==> src/rtl/kb_pkg.sv <==
// Shared types and constants for the PS/2 keyboard input queue: decoder states,
// prefix bytes, bytes that are always ignored, and the queued entry layout.
package kb_pkg;

   typedef enum logic [1:0] {
      KB_IDLE    = 2'd0,
      KB_EXT     = 2'd1,
      KB_BRK     = 2'd2,
      KB_EXT_BRK = 2'd3
   } kb_state_e;

   localparam logic [7:0] KB_CODE_E0 = 8'hE0;
   localparam logic [7:0] KB_CODE_F0 = 8'hF0;

   // Bytes that never carry a key event (BAT, ACK, resend, echo, errors, pause lead-in)
   localparam int unsigned KB_NUM_DISCARD = 7;
   localparam logic [7:0] KB_DISCARD_CODES [KB_NUM_DISCARD] =
      '{8'h00, 8'hAA, 8'hE1, 8'hEE, 8'hFA, 8'hFE, 8'hFF};

   typedef struct packed {
      logic       brk;
      logic       ext;
      logic [7:0] code;
   } kb_entry_t;

   localparam int unsigned KB_ENTRY_W = $bits(kb_entry_t);

   function automatic logic kb_is_discard(input logic [7:0] code);
      logic hit;
      hit = 1'b0;
      for (int i = 0; i < int'(KB_NUM_DISCARD); i++) begin
         if (code == KB_DISCARD_CODES[i]) hit = 1'b1;
      end
      return hit;
   endfunction

endpackage

==> src/rtl/kb_input_queue_if.sv <==
// Push/pop bus between the keyboard decoder (master) and its event FIFO (slave).
interface kb_input_queue_if #(
   parameter int unsigned DEPTH = 8,
   parameter int unsigned W     = 10
);
   localparam int unsigned CW = $clog2(DEPTH) + 1;

   logic          push;
   logic [W-1:0]  wdata;
   logic          pop;
   logic [W-1:0]  rdata;
   logic          valid;
   logic          full;
   logic [CW-1:0] count;

   modport master (output push, wdata, pop, input rdata, valid, full, count);
   modport slave  (input push, wdata, pop, output rdata, valid, full, count);

endinterface

==> src/rtl/kb_fifo.sv <==
// First-word-fall-through FIFO; a push into a full FIFO only lands when a pop
// happens on the same edge, otherwise it is refused.
module kb_fifo #(
   parameter int unsigned DEPTH = 8,
   parameter int unsigned W     = 10
) (
   input logic           clk,
   input logic           rst_n,
   kb_input_queue_if.slave bus
);
   localparam int unsigned AW = $clog2(DEPTH);
   localparam int unsigned CW = AW + 1;

   logic [W-1:0]  mem_q [DEPTH];
   logic [AW-1:0] wr_ptr_q, wr_ptr_d;
   logic [AW-1:0] rd_ptr_q, rd_ptr_d;
   logic [CW-1:0] count_q, count_d;
   logic          valid_q, valid_d;
   logic          full_q, full_d;
   logic          do_push_c, do_pop_c;

   always_comb begin
      do_pop_c  = bus.pop & valid_q;
      do_push_c = bus.push & (~full_q | do_pop_c);
      wr_ptr_d  = wr_ptr_q;
      rd_ptr_d  = rd_ptr_q;
      count_d   = count_q;
      if (do_push_c) wr_ptr_d = wr_ptr_q + AW'(1);
      if (do_pop_c)  rd_ptr_d = rd_ptr_q + AW'(1);
      case ({do_push_c, do_pop_c})
         2'b10:   count_d = count_q + CW'(1);
         2'b01:   count_d = count_q - CW'(1);
         default: count_d = count_q;
      endcase
      valid_d = (count_d != '0);
      full_d  = (count_d == CW'(DEPTH));
   end

   always_ff @(posedge clk) begin
      if (!rst_n) begin
         wr_ptr_q <= '0;
         rd_ptr_q <= '0;
         count_q  <= '0;
         valid_q  <= 1'b0;
         full_q   <= 1'b0;
      end else begin
         wr_ptr_q <= wr_ptr_d;
         rd_ptr_q <= rd_ptr_d;
         count_q  <= count_d;
         valid_q  <= valid_d;
         full_q   <= full_d;
      end
   end

   // Storage needs no reset: contents are only visible while valid
   always_ff @(posedge clk) begin
      if (do_push_c) mem_q[wr_ptr_q] <= bus.wdata;
   end

   assign bus.rdata = mem_q[rd_ptr_q];
   assign bus.valid = valid_q;
   assign bus.full  = full_q;
   assign bus.count = count_q;

endmodule

==> src/rtl/kb_input_queue.sv <==
// PS/2 scancode input queue: strobe synchronizer, E0/F0 prefix decoder and event FIFO.
// Define KB_BREAK_EVENTS_EN to queue key-release entries; otherwise only makes are queued.
module kb_input_queue
   import kb_pkg::*;
#(
   parameter int unsigned DEPTH       = 8,
   parameter int unsigned SYNC_STAGES = 2
) (
   input  logic                   Clk,
   input  logic                   Rst_n,
   input  logic [7:0]             Kb_Byte,
   input  logic                   Kb_Strobe,
   input  logic                   Key_Rd,
   input  logic                   Ovf_Clr,
   output logic [7:0]             Key_Code,
   output logic                   Key_Ext,
   output logic                   Key_Break,
   output logic                   Key_Valid,
   output logic [$clog2(DEPTH):0] Key_Count,
   output logic                   Overflow
);

`ifdef KB_BREAK_EVENTS_EN
   localparam logic BREAK_EN = 1'b1;
`else
   localparam logic BREAK_EN = 1'b0;
`endif

   logic [SYNC_STAGES-1:0] sync_q;
   logic                   hist_q;
   logic                   event_c;
   kb_state_e              state_q, state_d;
   logic                   push_c;
   kb_entry_t              entry_c;
   kb_entry_t              head_c;
   logic                   drop_c;
   logic                   overflow_q;
   logic                   is_prefix_c;

   kb_input_queue_if #(.DEPTH(DEPTH), .W(KB_ENTRY_W)) fif ();

   // Flops reset high so a strobe already high at reset release is not an edge
   always_ff @(posedge Clk) begin
      if (!Rst_n) begin
         sync_q <= '1;
         hist_q <= 1'b1;
      end else begin
         sync_q <= {sync_q[SYNC_STAGES-2:0], Kb_Strobe};
         hist_q <= sync_q[SYNC_STAGES-1];
      end
   end

   assign event_c     = sync_q[SYNC_STAGES-1] & ~hist_q;
   assign is_prefix_c = (Kb_Byte == KB_CODE_E0) || (Kb_Byte == KB_CODE_F0);

   always_comb begin
      state_d       = state_q;
      push_c        = 1'b0;
      entry_c       = '0;
      entry_c.code  = Kb_Byte;
      if (event_c && !kb_is_discard(Kb_Byte)) begin
         case (state_q)
            KB_IDLE: begin
               if (Kb_Byte == KB_CODE_E0)      state_d = KB_EXT;
               else if (Kb_Byte == KB_CODE_F0) state_d = KB_BRK;
               else                            push_c  = 1'b1;
            end
            KB_EXT: begin
               if (Kb_Byte == KB_CODE_F0) begin
                  state_d = KB_EXT_BRK;
               end else begin
                  state_d     = KB_IDLE;
                  push_c      = (Kb_Byte != KB_CODE_E0);
                  entry_c.ext = 1'b1;
               end
            end
            KB_BRK, KB_EXT_BRK: begin
               // A prefix here is a broken sequence: resynchronise without a push
               state_d     = KB_IDLE;
               push_c      = BREAK_EN & ~is_prefix_c;
               entry_c.brk = 1'b1;
               entry_c.ext = (state_q == KB_EXT_BRK);
            end
            default: state_d = KB_IDLE;
         endcase
      end
   end

   always_ff @(posedge Clk) begin
      if (!Rst_n) state_q <= KB_IDLE;
      else        state_q <= state_d;
   end

   assign drop_c = push_c & fif.full & ~(Key_Rd & fif.valid);

   // A dropped event wins over a coincident clear
   always_ff @(posedge Clk) begin
      if (!Rst_n)       overflow_q <= 1'b0;
      else if (drop_c)  overflow_q <= 1'b1;
      else if (Ovf_Clr) overflow_q <= 1'b0;
   end

   assign fif.push  = push_c;
   assign fif.wdata = entry_c;
   assign fif.pop   = Key_Rd;

   kb_fifo #(.DEPTH(DEPTH), .W(KB_ENTRY_W)) u_fifo (
      .clk   (Clk),
      .rst_n (Rst_n),
      .bus   (fif.slave)
   );

   assign head_c    = kb_entry_t'(fif.rdata);
   assign Key_Code  = head_c.code;
   assign Key_Ext   = head_c.ext;
   assign Key_Break = head_c.brk & BREAK_EN;
   assign Key_Valid = fif.valid;
   assign Key_Count = fif.count;
   assign Overflow  = overflow_q;

endmodule
==> config.mk <==
export PLATFORM = sky130hd
export DESIGN_NAME = kb_input_queue
export DESIGN_NICKNAME = d
export VERILOG_FILES = /design/src/rtl/kb_pkg.sv /design/src/rtl/kb_input_queue_if.sv /design/src/rtl/kb_fifo.sv /design/src/rtl/kb_input_queue.sv
export SDC_FILE = /design/constraint.sdc
export NUM_CORES = 1
export LEC_CHECK = 0
export CAP_MARGIN = 20
export CORE_MARGIN = 4
export CORE_UTILIZATION = 55
export CTS_CLUSTER_SIZE = 14
export DETAILED_ROUTE_END_ITERATION = 6
export PLACE_DENSITY = 0.84
export SLEW_MARGIN = 20
export SYNTH_ARGS = -nofsm -noshare
export SYNTH_HDL_FRONTEND = slang
export SYNTH_SLANG_ARGS = --single-unit
==> constraint.sdc <==
create_clock -name Clk -period 4.2 [get_ports Clk]
set_input_delay 0.84 -clock Clk [delete_from_list [all_inputs] [get_ports Clk]]
set_output_delay 0.84 -clock Clk [all_outputs]
set_load 0.005 [all_outputs]
==> flow_metrics.tcl <==
set metrics [dict create \
    status "complete, no violations" \
    cts_tree "done" \
    core_area_um2 6760 \
    synth_fp_nets 248 \
    port_buffers 27 \
    routed_wl_um 7360 \
    min_period_ns 3.73 \
    cts.repair.resized 0 \
    viasPerCell 5.91 \
    cts_root_buf "clkbuf_8" \
    instances_no_fill 368 \
    critPathMaxFanout 9 \
    clock_path_buffers 2 \
    drive_gt1_frac 0.257 \
    cp_slowest_stage_delay_ns 0.61 \
    ys_types 49 \
    grt_busiest_layer "met2" \
    ant_nets 0 \
    tns_ns 0 \
    p_leak_nw 1.55 \
    dr.pass1.iters 4 \
    start_kind "input pin" \
    critPathKind "input pin to register" \
    wl_per_cell_um 20.0 \
    period_share 0.889 \
    antenna_found_initial 0 \
    crit_buf_inv 2 \
    met3_usage 0.0414 \
    use_met2 0.326 \
    worstSkewPairLatency_ns 0.35 \
    gp_congestion 0.785 \
    cp_top_family "simple AND/OR/NAND/NOR gates" \
    power.density_nw_per_um2 391 \
    synthArstFlopShare 0 \
    die_h_um 91.2 \
    routed-via-count 2174 \
    power_mw 1.77 \
    drt_iter0_markers 175 \
    vdd_drop_max_v 0.000210 \
    dp.cells 352 \
    setup_viol 0 \
    fin_ws_ns 0.466 \
    cp.arrival_ns 3.98 \
    htree_levels 3 \
    worst_clock_skew_ns 0.00598 \
    hold_viol 0 \
    syn_area_um2 3800 \
    fmax_mhz 268 \
    cp_slowest_cell "clkdlybuf4s50_1" \
    max_cap_viol_count 0 \
    tightest_slew_ns 0.892 \
    clock-sinks 93 \
    io_pins 29 \
    synthCells 230 \
    timing.slew.headroom 0.404 \
    cts_buffers 9 \
    drc_errors 0 \
    cp_data_required_time_ns 4.45 \
    end_kind "register" \
    syn2layout_area_growth_pct 19.1 \
    start_util 0.563 \
    dieWidth_um 91.2 \
    place.detailed.hpwl_um 5040 \
    ctsHoldBuffers 0 \
    synth_ff_type "edfxtp_1" \
    postCtsSetupRepairBufs 0 \
    hold_slack_ns 0.418 \
    fp-row-count 30 \
    synth_area_leaders "edfxtp_1, dfxtp_1, mux4_2, mux2_2, ha_1" \
    gr-total-overflow 0 \
    hold_class "register to register" \
    ys.warnings.count 0 \
    grt_use_total 0.191 \
    grt_max_degree 26 \
    yosysTopAreaCellShare 0.568 \
    grt_pass1_vias 2305 \
    use_met1 0.236 \
    post-place-ws_ns 0.101 \
    nets 301 \
    grt_setup_unrepaired "false" \
    drv_slew 0 \
    mostFrequentLayoutCells "edfxtp_1, clkdlybuf4s50_1, buf_4, dfxtp_1, mux4_2" \
    grt_pass1_wl_um 11800 \
    avgSynthCellArea_um2 16.5 \
    dieArea_um2 8310 \
    yosysTopAreaCell "edfxtp_1" \
    synth_seq_area_share 0.679 \
    mostFrequentLayoutCell "edfxtp_1" \
    path_cells "clkdlybuf4s50_1, or4b_1, a211oi_2, nor3_2, and2_4, inv_2, ha_1, xor2_1, ha_1, a21oi_1, mux2i_1, xor2_1, nand2_1, a21o_1" \
    clk_pin_slew_ns 0.08 \
    ys_ff_latch 93 \
    synth-edff-count 72 \
    diodes 0 \
]
-- flip-flops by register name, summed over array words and instances, names as in the netlist, named ones only --
name	cells
u_fifo.bus.count	4
u_fifo.bus.valid	1
state_q	2
sync_q	2
u_fifo.rd_ptr_q	3
Overflow	1
hist_q	1
u_fifo.wr_ptr_q	3
u_fifo.mem_q	72
u_fifo.bus.full	1
-- worst paths after layout --
check                   startpoint               end  slack (ns)  depth (start not counted)
setup / recovery        Kb_Byte[0]  u_fifo.bus.valid        0.47                         14
hold / removal           sync_q[0]         sync_q[1]        0.42                          1
setup reg to reg  u_fifo.bus.valid  u_fifo.bus.valid        1.35                         12
hold reg to reg          sync_q[0]         sync_q[1]        0.42                          1
-- logic make-up after synthesis --
logic type | synth area share
flops | 0.679
compound gates | 0.0322
xor+xnor | 0.00921
simple gates | 0.104
other cells | 0.000986
mux | 0.146
fa+ha+maj | 0.0164
buf+inv | 0.0125
-- report_power, final --
| part | total, mW | leakage (nW) | internal [mW] | switching [mW] |
|---|---|---|---|---|
| clock network | 0.624 | 0.108 | 0.332 | 0.292 |
| registers | 1.00 | 0.826 | 0.997 | 0.00795 |
| logic | 0.143 | 0.619 | 0.0798 | 0.0630 |
| total | 1.77 | 1.55 | 1.41 | 0.363 |
-- worst reg2reg max path, cell delays in order (launching register included) --
cell      delay, ns
dfxtp_1        0.35
nand2_1        0.14
a211oi_1       0.48
and2_4         0.26
inv_2          0.04
ha_1           0.23
xor2_1         0.19
ha_1           0.20
a21oi_1        0.15
mux2i_1        0.23
xor2_1         0.24
nand2_1        0.09
a21o_1         0.18
-- Yosys cell counts (2+ instances only) --
cell      instances
edfxtp_1         72
dfxtp_1          21
mux4_2           18
nand2_1          14
mux2_2            9
nand2b_1          9
nor2b_1           8
nand3_1           6
nor2_1            6
ha_1              5
mux2i_1           5
nor3_1            5
and2_1            3
clkbuf_1          3
a21oi_1           2
and3_1            2
buf_1             2
buf_2             2
inv_1             2
nand4b_1          2
nor4_1            2
o21ai_1           2
or4_1             2
xnor2_1           2
xor2_1            2
-- through the flow --
stage,cell area (µm²),utilization
detailed placement,4320,0.639
floorplan,3800,-
global route,4530,0.671
finish,4530,0.671
global placement,4320,0.639
CTS,4530,0.671
-- per-layer routing --
layer,share of wire,wire [µm]
met1,0.42,3110
met2,0.51,3780
met3,0.044,321
met4,0.019,142
met5,0,0
-- layout make-up --
type	instances	area, µm²
multi-input combinational	126	1180
fill	468	2220
tap	80	100
clock buffer	9	124
clock inverter	7	90.1
timing repair buffer	50	443
sequential	93	2580
inverter	3	11.3
Power figures use the tool's default switching activity.
